===== src/rtl/axi_lite_pkg.sv =====
// Shared definitions for the AXI4-Lite write arbiter: FSM states, BRESP codes
// and the AWPROT width.
package axi_lite_pkg;

    typedef enum logic [1:0] {
        IDLE      = 2'd0,
        ADDR_DATA = 2'd1,
        RESP      = 2'd2
    } state_t;

    localparam logic [1:0]  BRESP_OKAY   = 2'b00;
    localparam logic [1:0]  BRESP_SLVERR = 2'b10;
    localparam int unsigned PROT_W       = 3;

endpackage


===== src/rtl/rr_arbiter_2.sv =====
// Two-way round-robin picker: a lone requester always wins; when both request,
// the one not granted last wins.
module rr_arbiter_2 (
    input  logic [1:0] req,
    input  logic       last,
    output logic [1:0] gnt
);

    always_comb begin
        gnt = '0;
        case (req)
            2'b01:   gnt = 2'b01;
            2'b10:   gnt = 2'b10;
            2'b11:   gnt = last ? 2'b01 : 2'b10;
            default: gnt = '0;
        endcase
    end

endmodule


===== src/rtl/axi_lite_write_arbiter.sv =====
// Arbitrates two write requesters onto one AXI4-Lite write channel, one
// transaction at a time, with a bounded wait for the write response.
module axi_lite_write_arbiter
    import axi_lite_pkg::*;
#(
    parameter int unsigned ADDR_W  = 32,
    parameter int unsigned DATA_W  = 32,
    parameter int unsigned TIMEOUT = 16
) (
    input  logic                    ACLK,
    input  logic                    ARESETn,
    input  logic [1:0]              req,
    input  logic [2*ADDR_W-1:0]     req_addr,
    input  logic [2*DATA_W-1:0]     req_data,
    input  logic [2*(DATA_W/8)-1:0] req_strb,
    input  logic [2*PROT_W-1:0]     req_prot,
    output logic [1:0]              gnt,
    output logic [1:0]              done,
    output logic [1:0]              resp,
    output logic                    AWVALID,
    input  logic                    AWREADY,
    output logic [ADDR_W-1:0]       AWADDR,
    output logic [PROT_W-1:0]       AWPROT,
    output logic                    WVALID,
    input  logic                    WREADY,
    output logic [DATA_W-1:0]       WDATA,
    output logic [DATA_W/8-1:0]     WSTRB,
    input  logic                    BVALID,
    output logic                    BREADY,
    input  logic [1:0]              BRESP
);

    localparam int unsigned STRB_W = DATA_W / 8;
    localparam int unsigned CNT_W  = (TIMEOUT > 1) ? $clog2(TIMEOUT) : 1;

    state_t              state_q,   state_d;
    logic [1:0]          gnt_q,     gnt_d;
    logic [1:0]          done_q,    done_d;
    logic [1:0]          resp_q,    resp_d;
    logic                last_q,    last_d;
    logic                awvalid_q, awvalid_d;
    logic                wvalid_q,  wvalid_d;
    logic                aw_done_q, aw_done_d;
    logic                w_done_q,  w_done_d;
    logic                bready_q,  bready_d;
    logic [ADDR_W-1:0]   awaddr_q,  awaddr_d;
    logic [PROT_W-1:0]   awprot_q,  awprot_d;
    logic [DATA_W-1:0]   wdata_q,   wdata_d;
    logic [STRB_W-1:0]   wstrb_q,   wstrb_d;
    logic [CNT_W-1:0]    cnt_q,     cnt_d;

    logic [1:0]          pick;
    logic                aw_fin;
    logic                w_fin;

    rr_arbiter_2 u_rr (
        .req  (req),
        .last (last_q),
        .gnt  (pick)
    );

    always_ff @(posedge ACLK or posedge ARESETn) begin
        if (ARESETn) begin
            state_q   <= IDLE;
            gnt_q     <= '0;
            done_q    <= '0;
            resp_q    <= BRESP_OKAY;
            last_q    <= 1'b1;
            awvalid_q <= 1'b0;
            wvalid_q  <= 1'b0;
            aw_done_q <= 1'b0;
            w_done_q  <= 1'b0;
            bready_q  <= 1'b0;
            awaddr_q  <= '0;
            awprot_q  <= '0;
            wdata_q   <= '0;
            wstrb_q   <= '0;
            cnt_q     <= '0;
        end else begin
            state_q   <= state_d;
            gnt_q     <= gnt_d;
            done_q    <= done_d;
            resp_q    <= resp_d;
            last_q    <= last_d;
            awvalid_q <= awvalid_d;
            wvalid_q  <= wvalid_d;
            aw_done_q <= aw_done_d;
            w_done_q  <= w_done_d;
            bready_q  <= bready_d;
            awaddr_q  <= awaddr_d;
            awprot_q  <= awprot_d;
            wdata_q   <= wdata_d;
            wstrb_q   <= wstrb_d;
            cnt_q     <= cnt_d;
        end
    end

    // A channel counts as finished once its handshake was seen earlier or is
    // being seen on this edge; both must finish before waiting for BVALID.
    assign aw_fin = aw_done_q | (awvalid_q & AWREADY);
    assign w_fin  = w_done_q  | (wvalid_q  & WREADY);

    always_comb begin
        state_d   = state_q;
        gnt_d     = gnt_q;
        done_d    = '0;
        resp_d    = resp_q;
        last_d    = last_q;
        awvalid_d = awvalid_q;
        wvalid_d  = wvalid_q;
        aw_done_d = aw_done_q;
        w_done_d  = w_done_q;
        bready_d  = bready_q;
        awaddr_d  = awaddr_q;
        awprot_d  = awprot_q;
        wdata_d   = wdata_q;
        wstrb_d   = wstrb_q;
        cnt_d     = cnt_q;

        case (state_q)
            IDLE: begin
                if (|req) begin
                    gnt_d     = pick;
                    awaddr_d  = pick[1] ? req_addr[2*ADDR_W-1:ADDR_W]   : req_addr[ADDR_W-1:0];
                    wdata_d   = pick[1] ? req_data[2*DATA_W-1:DATA_W]   : req_data[DATA_W-1:0];
                    wstrb_d   = pick[1] ? req_strb[2*STRB_W-1:STRB_W]   : req_strb[STRB_W-1:0];
                    awprot_d  = pick[1] ? req_prot[2*PROT_W-1:PROT_W]   : req_prot[PROT_W-1:0];
                    aw_done_d = 1'b0;
                    w_done_d  = 1'b0;
                    state_d   = ADDR_DATA;
                end
            end

            ADDR_DATA: begin
                if (awvalid_q && AWREADY) begin
                    awvalid_d = 1'b0;
                    aw_done_d = 1'b1;
                end else if (!awvalid_q && !aw_done_q) begin
                    awvalid_d = 1'b1;
                end
                if (wvalid_q && WREADY) begin
                    wvalid_d = 1'b0;
                    w_done_d = 1'b1;
                end else if (!wvalid_q && !w_done_q) begin
                    wvalid_d = 1'b1;
                end
                if (aw_fin && w_fin) begin
                    bready_d = 1'b1;
                    cnt_d    = '0;
                    state_d  = RESP;
                end
            end

            RESP: begin
                if ((BVALID && bready_q) || (cnt_q == CNT_W'(TIMEOUT - 1))) begin
                    bready_d = 1'b0;
                    done_d   = gnt_q;
                    resp_d   = BVALID ? BRESP : BRESP_SLVERR;
                    last_d   = gnt_q[1];
                    gnt_d    = '0;
                    state_d  = IDLE;
                end else begin
                    cnt_d = cnt_q + CNT_W'(1);
                end
            end

            default: state_d = IDLE;
        endcase
    end

    assign gnt     = gnt_q;
    assign done    = done_q;
    assign resp    = resp_q;
    assign AWVALID = awvalid_q;
    assign AWADDR  = awaddr_q;
    assign AWPROT  = awprot_q;
    assign WVALID  = wvalid_q;
    assign WDATA   = wdata_q;
    assign WSTRB   = wstrb_q;
    assign BREADY  = bready_q;

endmodule


===== config.mk =====
export PLATFORM = sky130hd
export DESIGN_NAME = axi_lite_write_arbiter
export DESIGN_NICKNAME = d
export VERILOG_FILES = /design/src/rtl/axi_lite_pkg.sv /design/src/rtl/rr_arbiter_2.sv /design/src/rtl/axi_lite_write_arbiter.sv
export SDC_FILE = /design/constraint.sdc
export NUM_CORES = 1
export LEC_CHECK = 0
export ABC_AREA = 1
export BUFFER_PORTS_ARGS = -buffer_cell sky130_fd_sc_hd__buf_2
export CORE_AREA = 5 5 141 143
export CTS_BUF_LIST = sky130_fd_sc_hd__clkbuf_8
export CTS_CLUSTER_DIAMETER = 200
export DETAILED_ROUTE_END_ITERATION = 8
export DIE_AREA = 0 0 146 148
export PLACE_DENSITY_LB_ADDON = 0.2
export SETUP_SLACK_MARGIN = 0.15
export SLEW_MARGIN = 20
export SYNTH_ARGS = -nofsm -noshare
export SYNTH_HDL_FRONTEND = slang
export SYNTH_HIERARCHICAL = 1
export SYNTH_SLANG_ARGS = --single-unit
export TNS_END_PERCENT = 100

===== constraint.sdc =====
create_clock -name ACLK -period 2.5 [get_ports ACLK]
set_input_delay 0.25 -clock ACLK [delete_from_list [all_inputs] [get_ports ACLK]]
set_output_delay 0.25 -clock ACLK [all_outputs]
set_load 0.03 [all_outputs]

==> run metrics <==
status=finished clean; Bufs and invs on worst path=1; area grow syn2layout=33.67%; max frequency=615.9 MHz; reg-to-reg slack, setup=0.88 ns; critical path data arrival time=1.92 ns; top_reg_cell synth=dfrtp_1; ys async rst share=1.000; clock sink count=89; Max VDD drop=0.0004304 V; Slew @ Worst Pin=0.7922 ns; Reg clk slew, reported paths=0.09 ns; Synth top area share=0.4897; NumNets Final=996; Relative slew margins=0.4719; CTS Buf Count=9; via count=4,286; starting DRC count in detailed routing=160; max-cap violations=0; DP Area=5817 um2; worst-path cell chain=nor3_4, buf_4, nand2_1, nand2_1; Crit Path Class=flip-flop to flip-flop; leak pwr=3.627 nW; synthesized instance count=628; cell area after layout=6011 um2; hold path depth=3; GRT Util Overall=0.1204; syn_nets=780; max-slew violation count=0; nature of the critical path endpoint=flip-flop; crit-path max FO=75; Vias/cell=3.954; Critical-path top delay cell=buf_4; antenna violations before repair=1; IO Count=231; Crit path max-delay family=buffers and inverters; Clock Latency Late Sink=0.36 ns; largest net degree at the start of global routing=144; DIE WIDTH=146 um; power density cells=1170 nW/um2; Worst Hold Launch=BRESP[1]; largest cells by area after synthesis=dfrtp_1 (49%), nand2_1 (26%), o21ai_0 (8.7%); Critical Path RT=2.79 ns; unrepaired setup endpoints after global routing=false; Setup crit start kind=flip-flop; Die ar.=21,610 um2; setup TNS=0 ns; # setup viols final=0; Setup Fix Bufs, Post-CTS=0; Avg Inst Size Synth=7.161 um2; Core ar.=18,460 um2; Post-CTS Resized=0; worst hold path endpoint=resp[1]; final WL=13.22 mm; post-route ant nets=0; dpl hpwl=9.795 mm; share of cells above drive strength 1=0.3051; final hold violation count=0; most numerous cell in the Yosys netlist=nand2_1; reg2reg path depth=4; worst flop-to-flop path endpoint=AWADDR[15]; drc violations=0; CTS tree=done; Hold Crit Class=primary input to flip-flop; root buffer cell=clkbuf_8; Syn. warnings=6; GPL Wtd Cong=0.7229; dpl cells=1,066; total power draw=7.034 mW; Crit path largest cell delay=0.60 ns; Seq/Total Area, Yosys=0.4955; Layout Cells excl Fill=1,084; top cells by count, synth=nand2_1 (314), dfrtp_1 (88), inv_1 (85); worst flop-to-flop path startpoint=state_q[1]; WL/cell=12.20 um; synth unique cells=19; gr ovfl total=0; EDFF count, synth=0; H-tree levels=3; number of global-route vias before repair=4,133; Tmin final=1.624 ns; post-synthesis register bit count=89; Post-Syn Area=4497 um2; First-pass DRT Iterations=4; Die Ht=148 um; IO Port Bufs=230; row cnt=50; Synth area leader=dfrtp_1; first-pass GRT wire length=21.31 mm; deepest clock path buffer count=2; clock skew=0.007841 ns; most frequent cell on the critical path=nand2_1; Tcrit/Tclk final=0.6495; Initial Util=0.2437
==> metrics by stage <==
step | hold slack (ns) | worst slack, ns | utilization
finish | 0.1638 | 0.8763 | 0.3257
global route | 0.1481 | 0.7399 | 0.3257
CTS | 0.1312 | 0.8478 | 0.3256
detailed placement | 0.1341 | 0.8796 | 0.3152
global placement | 0.1352 | 0.9046 | 0.3152
floorplan | 0.3994 | 1.133 | -
==> tightest hold or removal path: stages <==
cell	delay (ns)
buf_2	0.07
nor2_1	0.03
o21ai_0	0.13
==> layout by cell type, fill, tap and decap left out, drive strengths merged <==
master	synthesis	routed
dfstp	1	1
nand3	11	11
ha	1	1
clkinv	0	3
buf	24	237
xnor2	1	1
o22ai	2	2
diode	0	1
o21ai	78	78
clkbuf	9	11
nand2	314	314
a21oi	2	2
inv	86	85
nor3	1	1
dlygate4sd3	0	1
nand4	1	1
nor2	9	9
dfrtp	88	88
clkinvlp	0	3
==> worst max path at each step <==
stage               start          to  slack (ns)  depth (start not counted)
4_1_cts        state_q[1]  AWADDR[19]        0.85                          4
2_1_floorplan      last_q  AWADDR[18]        1.13                          8
3_5_place_dp   state_q[1]  AWADDR[19]        0.88                          4
3_3_place_gp   state_q[1]   aw_done_q        0.90                          3
6_report       state_q[1]  AWADDR[15]        0.88                          4
5_1_grt        state_q[1]  AWADDR[12]        0.74                          4
==> state kept, by name, summed over array words and instances, names as in the netlist, 2 cells and up <==
signal and count:
resp 2, AWPROT 3, done 2, gnt 2, cnt_q 4, AWADDR 32, state_q 2, WDATA 32
WSTRB 4
==> power by group <==
| group | internal (mW) | total (mW) | switching, mW | leakage [nW] |
|---|---|---|---|---|
| logic | 1.02 | 3.67 | 2.65 | 2.42 |
| registers | 2.09 | 2.44 | 0.342 | 1.11 |
| clock network | 0.411 | 0.932 | 0.521 | 0.0911 |
| total | 3.52 | 7.03 | 3.51 | 3.63 |
==> repair_timing <==
item / CTS / global route
hold buffers: 1 / 0
endpoints found under the hold margin: 2 / 0
endpoints found under the setup margin: 0 / 0
==> kinds of logic after synthesis <==
group           count (synthesis)  synth area share
compound gates                 82           0.09182
xor+xnor                        1          0.001948
fa+ha+maj                       1          0.002782
buf+inv                       119            0.1199
flops                          89            0.4955
simple gates                  336            0.2880
==> layout make-up <==
class	instances	area (um2)
Timing Repair Buffer	238	1239
Tap cell	234	292.8
Clock inverter	5	30.03
Antenna cell	1	2.502
Sequential cell	89	2228
Inverter	86	326.6
Multi-Input combinational cell	420	1740
Clock buffer	11	151.4
Fill cell	2027	12440
==> metal layers <==
metal  wire length (um)  GRT usage  vias up
met5                  0          0        -
li1                   -          -     2307
met2               6168     0.1924      127
met4                149    0.03340        0
met1               5948     0.1575     1843
met3                954    0.03893        9
No activity file was read; power rests on OpenSTA's default activity.
